[src/rtl/otp_ecc_pkg.sv]
// Shared types and constants for the OTP ECC register reader.
package otp_ecc_pkg;

  localparam int DataWidth = 64;
  localparam int EccWidth  = 8;

  typedef struct packed {
    int x;
  } part_info_t;

  typedef enum logic [2:0] {
    IDLE,
    REQ,
    WAIT,
    CHECK,
    DONE
  } state_e;

endpackage

[src/rtl/otp_ecc_byte_parity_chk.sv]
// Per-byte even-parity syndrome: bit k is set when byte k disagrees with ecc bit k.
module otp_ecc_byte_parity_chk
  import otp_ecc_pkg::*;
(
  input  logic [DataWidth-1:0] data,
  input  logic [EccWidth-1:0]  ecc,
  output logic [EccWidth-1:0]  syndrome
);

  always_comb begin
    syndrome = '0;
    for (int unsigned k = 0; k < EccWidth; k++) begin
      syndrome[k] = (^data[8*k +: 8]) ^ ecc[k];
    end
  end

endmodule

[src/rtl/otp_ecc_reg_reader.sv]
// Sweeps Depth words from ECC register storage, checks byte parity and XOR-digests the data.
// Optional per-sweep failing-word counter enabled by OTP_ECC_READER_ERR_CNT_EN.
module otp_ecc_reg_reader
  import otp_ecc_pkg::*;
#(
  parameter  int Depth = 1,
  localparam int Aw    = (Depth > 1) ? $clog2(Depth) : 1
) (
  input  logic                 clk_i,
  input  logic                 rst_i,
  input  logic                 start_i,
  output logic                 rd_req_o,
  output logic [Aw-1:0]        rd_addr_o,
  input  logic                 rd_gnt_i,
  input  logic                 rd_valid_i,
  input  logic [DataWidth-1:0] rd_data_i,
  input  logic [EccWidth-1:0]  rd_ecc_i,
  output logic                 busy_o,
  output logic                 done_o,
  output logic                 err_o,
  output logic [Aw-1:0]        err_addr_o,
`ifdef OTP_ECC_READER_ERR_CNT_EN
  output logic [Aw:0]          err_cnt_o,
`endif
  output logic [DataWidth-1:0] digest_o
);

  localparam logic [Aw-1:0] LastAddr = Aw'(Depth - 1);

  state_e               state_q, state_d;
  logic [Aw-1:0]        addr_q;
  logic [DataWidth-1:0] data_q;
  logic [EccWidth-1:0]  ecc_q;
  logic [DataWidth-1:0] digest_q;
  logic                 err_q;
  logic [Aw-1:0]        err_addr_q;
  logic [EccWidth-1:0]  syndrome;
  logic                 word_bad;

  otp_ecc_byte_parity_chk u_parity_chk (
    .data     (data_q),
    .ecc      (ecc_q),
    .syndrome (syndrome)
  );

  assign word_bad = |syndrome;

  always_comb begin
    state_d  = state_q;
    rd_req_o = 1'b0;
    busy_o   = 1'b1;
    done_o   = 1'b0;
    unique case (state_q)
      IDLE: begin
        busy_o = 1'b0;
        if (start_i) state_d = REQ;
      end
      REQ: begin
        rd_req_o = 1'b1;
        if (rd_gnt_i) state_d = WAIT;
      end
      WAIT: begin
        if (rd_valid_i) state_d = CHECK;
      end
      CHECK: begin
        state_d = (addr_q == LastAddr) ? DONE : REQ;
      end
      DONE: begin
        done_o  = 1'b1;
        state_d = IDLE;
      end
      default: state_d = IDLE;
    endcase
  end

  always_ff @(posedge clk_i) begin
    if (rst_i) begin
      state_q    <= IDLE;
      addr_q     <= '0;
      data_q     <= '0;
      ecc_q      <= '0;
      digest_q   <= '0;
      err_q      <= 1'b0;
      err_addr_q <= '0;
    end else begin
      state_q <= state_d;
      unique case (state_q)
        IDLE: begin
          if (start_i) begin
            addr_q     <= '0;
            digest_q   <= '0;
            err_q      <= 1'b0;
            err_addr_q <= '0;
          end
        end
        WAIT: begin
          if (rd_valid_i) begin
            data_q <= rd_data_i;
            ecc_q  <= rd_ecc_i;
          end
        end
        CHECK: begin
          digest_q <= digest_q ^ data_q;
          if (word_bad && !err_q) begin
            err_q      <= 1'b1;
            err_addr_q <= addr_q;
          end
          if (addr_q != LastAddr) addr_q <= addr_q + 1'b1;
        end
        default: ;
      endcase
    end
  end

`ifdef OTP_ECC_READER_ERR_CNT_EN
  localparam logic [Aw:0] CntMax = (Aw + 1)'(Depth);

  logic [Aw:0] err_cnt_q;

  always_ff @(posedge clk_i) begin
    if (rst_i) begin
      err_cnt_q <= '0;
    end else if (state_q == IDLE && start_i) begin
      err_cnt_q <= '0;
    end else if (state_q == CHECK && word_bad && err_cnt_q < CntMax) begin
      err_cnt_q <= err_cnt_q + 1'b1;
    end
  end

  assign err_cnt_o = err_cnt_q;
`endif

  assign rd_addr_o  = addr_q;
  assign err_o      = err_q;
  assign err_addr_o = err_addr_q;
  assign digest_o   = digest_q;

endmodule

[config.mk]
export PLATFORM = sky130hd
export DESIGN_NAME = otp_ecc_reg_reader
export DESIGN_NICKNAME = d
export VERILOG_FILES = /design/src/rtl/otp_ecc_pkg.sv /design/src/rtl/otp_ecc_byte_parity_chk.sv /design/src/rtl/otp_ecc_reg_reader.sv
export SDC_FILE = /design/constraint.sdc
export NUM_CORES = 1
export LEC_CHECK = 0
export BUFFER_PORTS_ARGS = -buffer_cell sky130_fd_sc_hd__buf_2
export CAP_MARGIN = 20
export CORE_ASPECT_RATIO = 0.6
export CORE_MARGIN = 2
export CORE_UTILIZATION = 25
export CTS_BUF_LIST = sky130_fd_sc_hd__clkbuf_2 sky130_fd_sc_hd__clkbuf_4 sky130_fd_sc_hd__clkbuf_8
export DETAILED_ROUTE_END_ITERATION = 6
export GPL_TIMING_DRIVEN = 0
export PLACE_DENSITY = 0.46
export SLEW_MARGIN = 20
export SYNTH_ARGS = -nofsm -noshare
export SYNTH_HDL_FRONTEND = slang
export SYNTH_SLANG_ARGS = --single-unit
[constraint.sdc]
create_clock -name clk_i -period 1.6 [get_ports clk_i]
set_clock_uncertainty 0.05 [all_clocks]
set_input_delay 0.24 -clock clk_i [delete_from_list [all_inputs] [get_ports clk_i]]
set_output_delay 0.24 -clock clk_i [all_outputs]
set_load 0.1 [all_outputs]
==> results of run 1 <==
[critical path, stage by stage, from the launching register on]
cell and delay (ns):
dfxtp_2 0.35, xnor2_2 0.14, xnor3_1 0.44, xnor2_2 0.30
nand4_1 0.23, o21ai_1 0.17, o21ai_1 0.08
[metal layers]
layer	track usage, %	vias up	wire [µm]
li1	-	2566	-
met1	22.1	2216	9300
met2	19.7	115	6560
met3	4.78	13	947
met4	4.34	0	178
met5	0	-	0
[repair_timing]
| item | in CTS | in global routing |
|---|---|---|
| endpoints found under the setup margin | 139 | 171 |
| gates cloned | 0 | 1 |
| hold buffers | 73 | 0 |
| gates resized for setup | 54 | 74 |
| hold endpoints to repair | 73 | 0 |
| pin swaps | 5 | 1 |
| buffers inserted | 0 | 3 |
[state kept, by name, indices dropped and copies added (netlist names)]
name and cells:
digest_o 64, err_o 1, state_q 3, data_q 64
ecc_q 8
[through the flow]
step           cells  TNS, ns  hold slack (ns)  utilization [%]
2_1_floorplan    669        0            0.280                -
3_3_place_gp    1121   -33.48            0.400             30.7
3_5_place_dp    1121   -35.78            0.401             30.7
4_1_cts         1226    -2.73           0.0102             36.6
5_1_grt         1230   -0.669           0.0329             37.6
6_report        1230   -0.368           0.0443             37.6
[cell families (layout without fill, tap and decap cells)]
group                     Yosys count  after routing  synth area share (%)
other                               1              2                0.0659
DFF                               140            140                  49.2
and+or+nand+nor                   289            289                  19.7
xor gates and xnor gates          120            120                  20.4
muxes                               1              1                 0.198
buffers and inverters              41            294                  3.60
AOI/OAI and AO/OA                  76             76                  6.79
[final timing paths]
path / depth (start not counted) / to / slack [ns] / start
setup reg to reg: 6 / err_o$_SDFFE_PP0P_ / -0.26 / data_q[54]$_SDFFE_PP0P_
hold reg to reg: 2 / err_o$_SDFFE_PP0P_ / 0.41 / err_o$_SDFFE_PP0P_
setup / recovery: 6 / err_o$_SDFFE_PP0P_ / -0.26 / data_q[54]$_SDFFE_PP0P_
hold / removal: 3 / state_q[2]$_SDFFE_PP0P_ / 0.04 / rst_i
[layout by cell type, fill, tap and decap left out, types with 9 or more instances in the layout]
| cell | instances |
|---|---|
| nand2_1 | 208 |
| dfxtp_1 | 135 |
| buf_2 | 87 |
| xor2_1 | 80 |
| dlygate4sd3_1 | 73 |
| a21oi_1 | 72 |
| nor2_1 | 64 |
| clkbuf_4 | 50 |
| buf_4 | 29 |
| xnor2_1 | 29 |
| clkbuf_8 | 23 |
| clkbuf_1 | 9 |
[power by group]
part	leakage, nW	switching (mW)	internal (mW)
logic	2.06	0.433	0.415
clock network	0.206	1.46	1.63
registers	1.13	0.0479	3.53
total	3.40	1.94	5.57
[cell type report]
class                   instances  area (µm²)  share of cell area, %
clock buffers                  23         317                   3.80
well taps                     308         385                   4.62
flip-flops and latches        140        2820                   33.8
repair buffers                221        1670                   20.0
plain buffers                  40         292                   3.50
multi-input cells             488        2740                   32.9
clock inverters                 9         109                   1.31
inverters                       1        3.75                 0.0450
==> results_dict.tcl, run 1 <==
set metrics [dict create \
    status "finished with violations" \
    violations "negative setup slack" \
    dieArea_um2 24000 \
    vias_per_cell 3.99 \
    layout.nets 986 \
    initial_core_util_pct 25.7 \
    synth_area_leaders "dfxtp_1 49%, nand2_1 14%, xor2_1 12%, a21oi_1 6.3%, xnor2_1 4.9%" \
    vias 4910 \
    design_area_um2 8330 \
    grt_use_total_pct 14.8 \
    grt_pass1_vias 4785 \
    fin_crit_ns 1.86 \
    yosysWarnings 0 \
    ys_types 24 \
    tightest_slew_ns 0.606 \
    hpwl_mm 11.6 \
    crit_type "flop to flop" \
    root_buffer "clkbuf_8" \
    powerDensity_nw_per_um2 901 \
    max-slew-margin-rel_pct 59.6 \
    synth_area_per_cell_um2 8.52 \
    postSynth.asyncResetShare_pct 0 \
    max-vdd-ir-drop_mv 0.457 \
    ys.flop_type "dfxtp_1" \
    yosysTopAreaCellShare_pct 49.2 \
    total_leakage_power_nw 3.40 \
    hold_violations 0 \
    finalPower_mw 7.51 \
    post-route-period-util_pct 117 \
    setup_viol 2 \
    cts_htree_levels 4 \
    n_antenna_cell 0 \
    hold_class "input pin to flop" \
    drt-total-wl_mm 17.0 \
    final_antenna_net_count 0 \
    dr.pass1.iters 4 \
    io_buffers 144 \
    cp_data_arrival_time_ns 2.16 \
    cts.sinks 140 \
    fp.dieW_um 199 \
    synth_edf_count 0 \
    start_kind "flop" \
    ys_ff_latch 140 \
    cts_buffers 17 \
    synth.most_common_cell "nand2_1" \
    drv_slew 0 \
    rsz0062_at_grt "true" \
    coreArea_um2 22200 \
    cap_violations 0 \
    die_h_um 121 \
    finalWorstSetupSlack_ns -0.265 \
    max_freq_mhz 536 \
    syn_area_um2 5690 \
    wl_per_cell_um 13.8 \
    ys_top_cells_by_count "209 x nand2_1, 140 x dfxtp_1, 80 x xor2_1" \
    ios 147 \
    synth-seq-area-share_pct 49.2 \
    path_max_fanout 3 \
    gp_congestion 0.714 \
    drc 0 \
    grt_overflow 0 \
    place_area_um2 6810 \
    required_ns 1.90 \
    cts_buffer_depth 2 \
    drive_gt1_share_pct 24.4 \
    tritoncts "done" \
    drt_iter0_markers 131 \
    std_cell_rows 42 \
    clk_pin_slew_worst_paths_ns 0.08 \
    fillCellCount 2352 \
    grt_pass1_wl_mm 26.1 \
    area_growth_pct 46.4 \
    antenna_found_initial 0 \
    synthesis.instances 668 \
    grt_max_degree 17 \
    clock_latency_ns 0.47 \
    dp_slack_ns -0.594 \
    crit_path_end_kind "flop" \
    yosys.area.top_type "dfxtp_1" \
]
(Power assumes the default switching activity.)
==> run 2, diff against run 1 <==
- ABC_CLOCK_PERIOD_IN_PS: unset -> 1600
- CTS_CLUSTER_SIZE: unset -> 30
- SKIP_LAST_GASP: unset -> 1
==> run 2 against run 1 <==
Net effect: the flow still finishes with violations (negative setup slack); fmax about the same; register-to-register slack is essentially flat; via count up 0.20%; sequential share of layout area about the same; die area did not move; worst hold slack about the same; design area barely moved; total power is essentially flat; final cell count unchanged; clock power about the same.
==> results_dict.tcl, run 2 (same netlist as run 1, synthesis figures left out) <==
set metrics [dict create \
    drt-total-wl_mm 17.0 \
    start_kind "flop" \
    gp_congestion 0.714 \
    vias 4920 \
    hold_violations 0 \
    max_freq_mhz 536 \
    post-route-period-util_pct 117 \
    grt-busiest-layer "met1" \
    drc 0 \
    fin_util_pct 37.6 \
    drv_slew 0 \
    cap_violations 0 \
    drt_iter0_markers 129 \
    cp_top_family "XOR/XNOR gates" \
    grt_overflow 0 \
    grt_max_degree 17 \
    initial_core_util_pct 25.7 \
    grt_pass1_wl_mm 26.1 \
    dr.pass1.iters 4 \
    root_buffer "clkbuf_8" \
    slowest_stage "xnor3_1" \
    finalPower_mw 7.52 \
    coreArea_um2 22200 \
    cts_htree_levels 4 \
    r2r_cells 6 \
    tritoncts "done" \
    r2r_start "data_q[54]$_SDFFE_PP0P_" \
    n_antenna_cell 0 \
    mostFrequentLayoutCells "209 x nand2_1, 135 x dfxtp_1, 87 x buf_2" \
    path_cells "xnor2_2 > xnor3_1 > xnor2_2 > nand4_1 > o21ai_1 > o21ai_1" \
    reg2reg_slack_ns -0.27 \
    vias_per_cell 4.00 \
    total_leakage_power_nw 3.40 \
    grt_pass1_vias 4785 \
    crit_type "flop to flop" \
    cp_data_arrival_time_ns 2.16 \
    path_max_fanout 3 \
    use_met3_pct 4.78 \
    cpPeakStageDelay_ns 0.44 \
    status "finished with violations" \
    required_ns 1.90 \
    dieArea_um2 24000 \
    final_common_cell "nand2_1" \
    finalWorstSetupSlack_ns -0.266 \
    worst-path-stages 6 \
    violations "negative setup slack" \
    fillCellCount 2355 \
    clock_latency_ns 0.47 \
    hpwl_mm 11.6 \
    tightest_slew_ns 0.606 \
    gr-usage-met2_pct 19.7 \
    powerDensity_nw_per_um2 902 \
    cts_buffer_depth 2 \
    cts_buffers 17 \
    final_antenna_net_count 0 \
    cp-startpoint "data_q[54]$_SDFFE_PP0P_" \
    met1_usage_pct 22.1 \
    std_cell_rows 42 \
    rr_endpoint "err_o$_SDFFE_PP0P_" \
    rsz0062_at_grt "true" \
    crit_path_end_kind "flop" \
    area_growth_pct 46.3 \
    layout.nets 986 \
    register_area_um2 2820 \
    wl_per_cell_um 13.8 \
    drive_gt1_share_pct 24.3 \
    multi_input_area_um2 2740 \
    antenna_found_initial 0 \
    die_h_um 121 \
    cp-endpoint "err_o$_SDFFE_PP0P_" \
    clk_pin_slew_worst_paths_ns 0.08 \
    worst-path-buf-inv 0 \
    max-slew-margin-rel_pct 59.6 \
    io_buffers 144 \
    fp.dieW_um 199 \
    setup_tns_ns -0.368 \
    cts.sinks 140 \
    ios 147 \
    fin_crit_ns 1.87 \
    grt_use_total_pct 14.8 \
    max-vdd-ir-drop_mv 0.456 \
    hold_class "input pin to flop" \
    setup_viol 2 \
]
run 2: cell counts in the layout (fill, tap and decap cells not counted):
No cell type changed its count.
run 2: area by class of cell:
cell class / instances / area share, %
Clock buffer: 23 / 3.80
Multi-Input combinational cell: 488 / 32.9
Buffer: 40 / 3.46
Inverter: 1 / 0.0451
Timing Repair Buffer: 221 / 20.0
Sequential cell: 140 / 33.8
Tap cell: 308 / 4.63
Clock inverter: 9 / 1.31
run 2: timing repair:
| item | 4_1_cts | 5_1_grt |
|---|---|---|
| pin swaps | 5 | 1 |
| cloned | 0 | 1 |
| setup buffers | 0 | 3 |
| gates resized for setup | 53 | 73 |
| hold buffers | 73 | 0 |
| hold endpoints to repair | 73 | 0 |
| endpoints found under the setup margin | 139 | 172 |
run 2: how the worst min path moves through the flow:
stage                            start                       to  cells after the start  slack (ns)
finish                           rst_i  state_q[2]$_SDFFE_PP0P_                      3        0.04
global route                     rst_i  state_q[2]$_SDFFE_PP0P_                      3        0.03
CTS                              rst_i  state_q[2]$_SDFFE_PP0P_                      3        0.01
detailed placement  err_o$_SDFFE_PP0P_       err_o$_SDFFE_PP0P_                      2        0.40
global placement    err_o$_SDFFE_PP0P_       err_o$_SDFFE_PP0P_                      2        0.40
floorplan                        rst_i  state_q[0]$_SDFFE_PP0P_                      1        0.28
run 2: layer usage:
| layer | part of all wire, % | wire length (µm) |
|---|---|---|
| met1 | 55 | 9260 |
| met2 | 39 | 6550 |
| met3 | 5.8 | 991 |
| met4 | 1.0 | 178 |
| met5 | 0 | 0 |
run 2: power by group:
part | internal [mW] | total, mW | switching [mW]
registers | 3.53 | 3.57 | 0.0478
logic | 0.414 | 0.848 | 0.433
clock network | 1.63 | 3.09 | 1.46
run 2: worst reg2reg max path, cell delays in order (launching register included):
cell and delay (ns):
dfxtp_2 0.35, xnor2_2 0.14, xnor3_1 0.44, xnor2_2 0.30, nand4_1 0.23, o21ai_1 0.17
o21ai_1 0.08
run 2: through the flow:
stage | setup slack (ns) | cells | cell area (µm²) | hold WS (ns)
after detailed placement | -0.594 | 1121 | 6810 | 0.401
after floorplan | 0.0773 | 669 | 5710 | 0.280
after global placement | -0.583 | 1121 | 6810 | 0.400
after CTS | -0.281 | 1226 | 8120 | 0.0102
final | -0.266 | 1230 | 8330 | 0.0445
after global routing | -0.364 | 1230 | 8330 | 0.0329
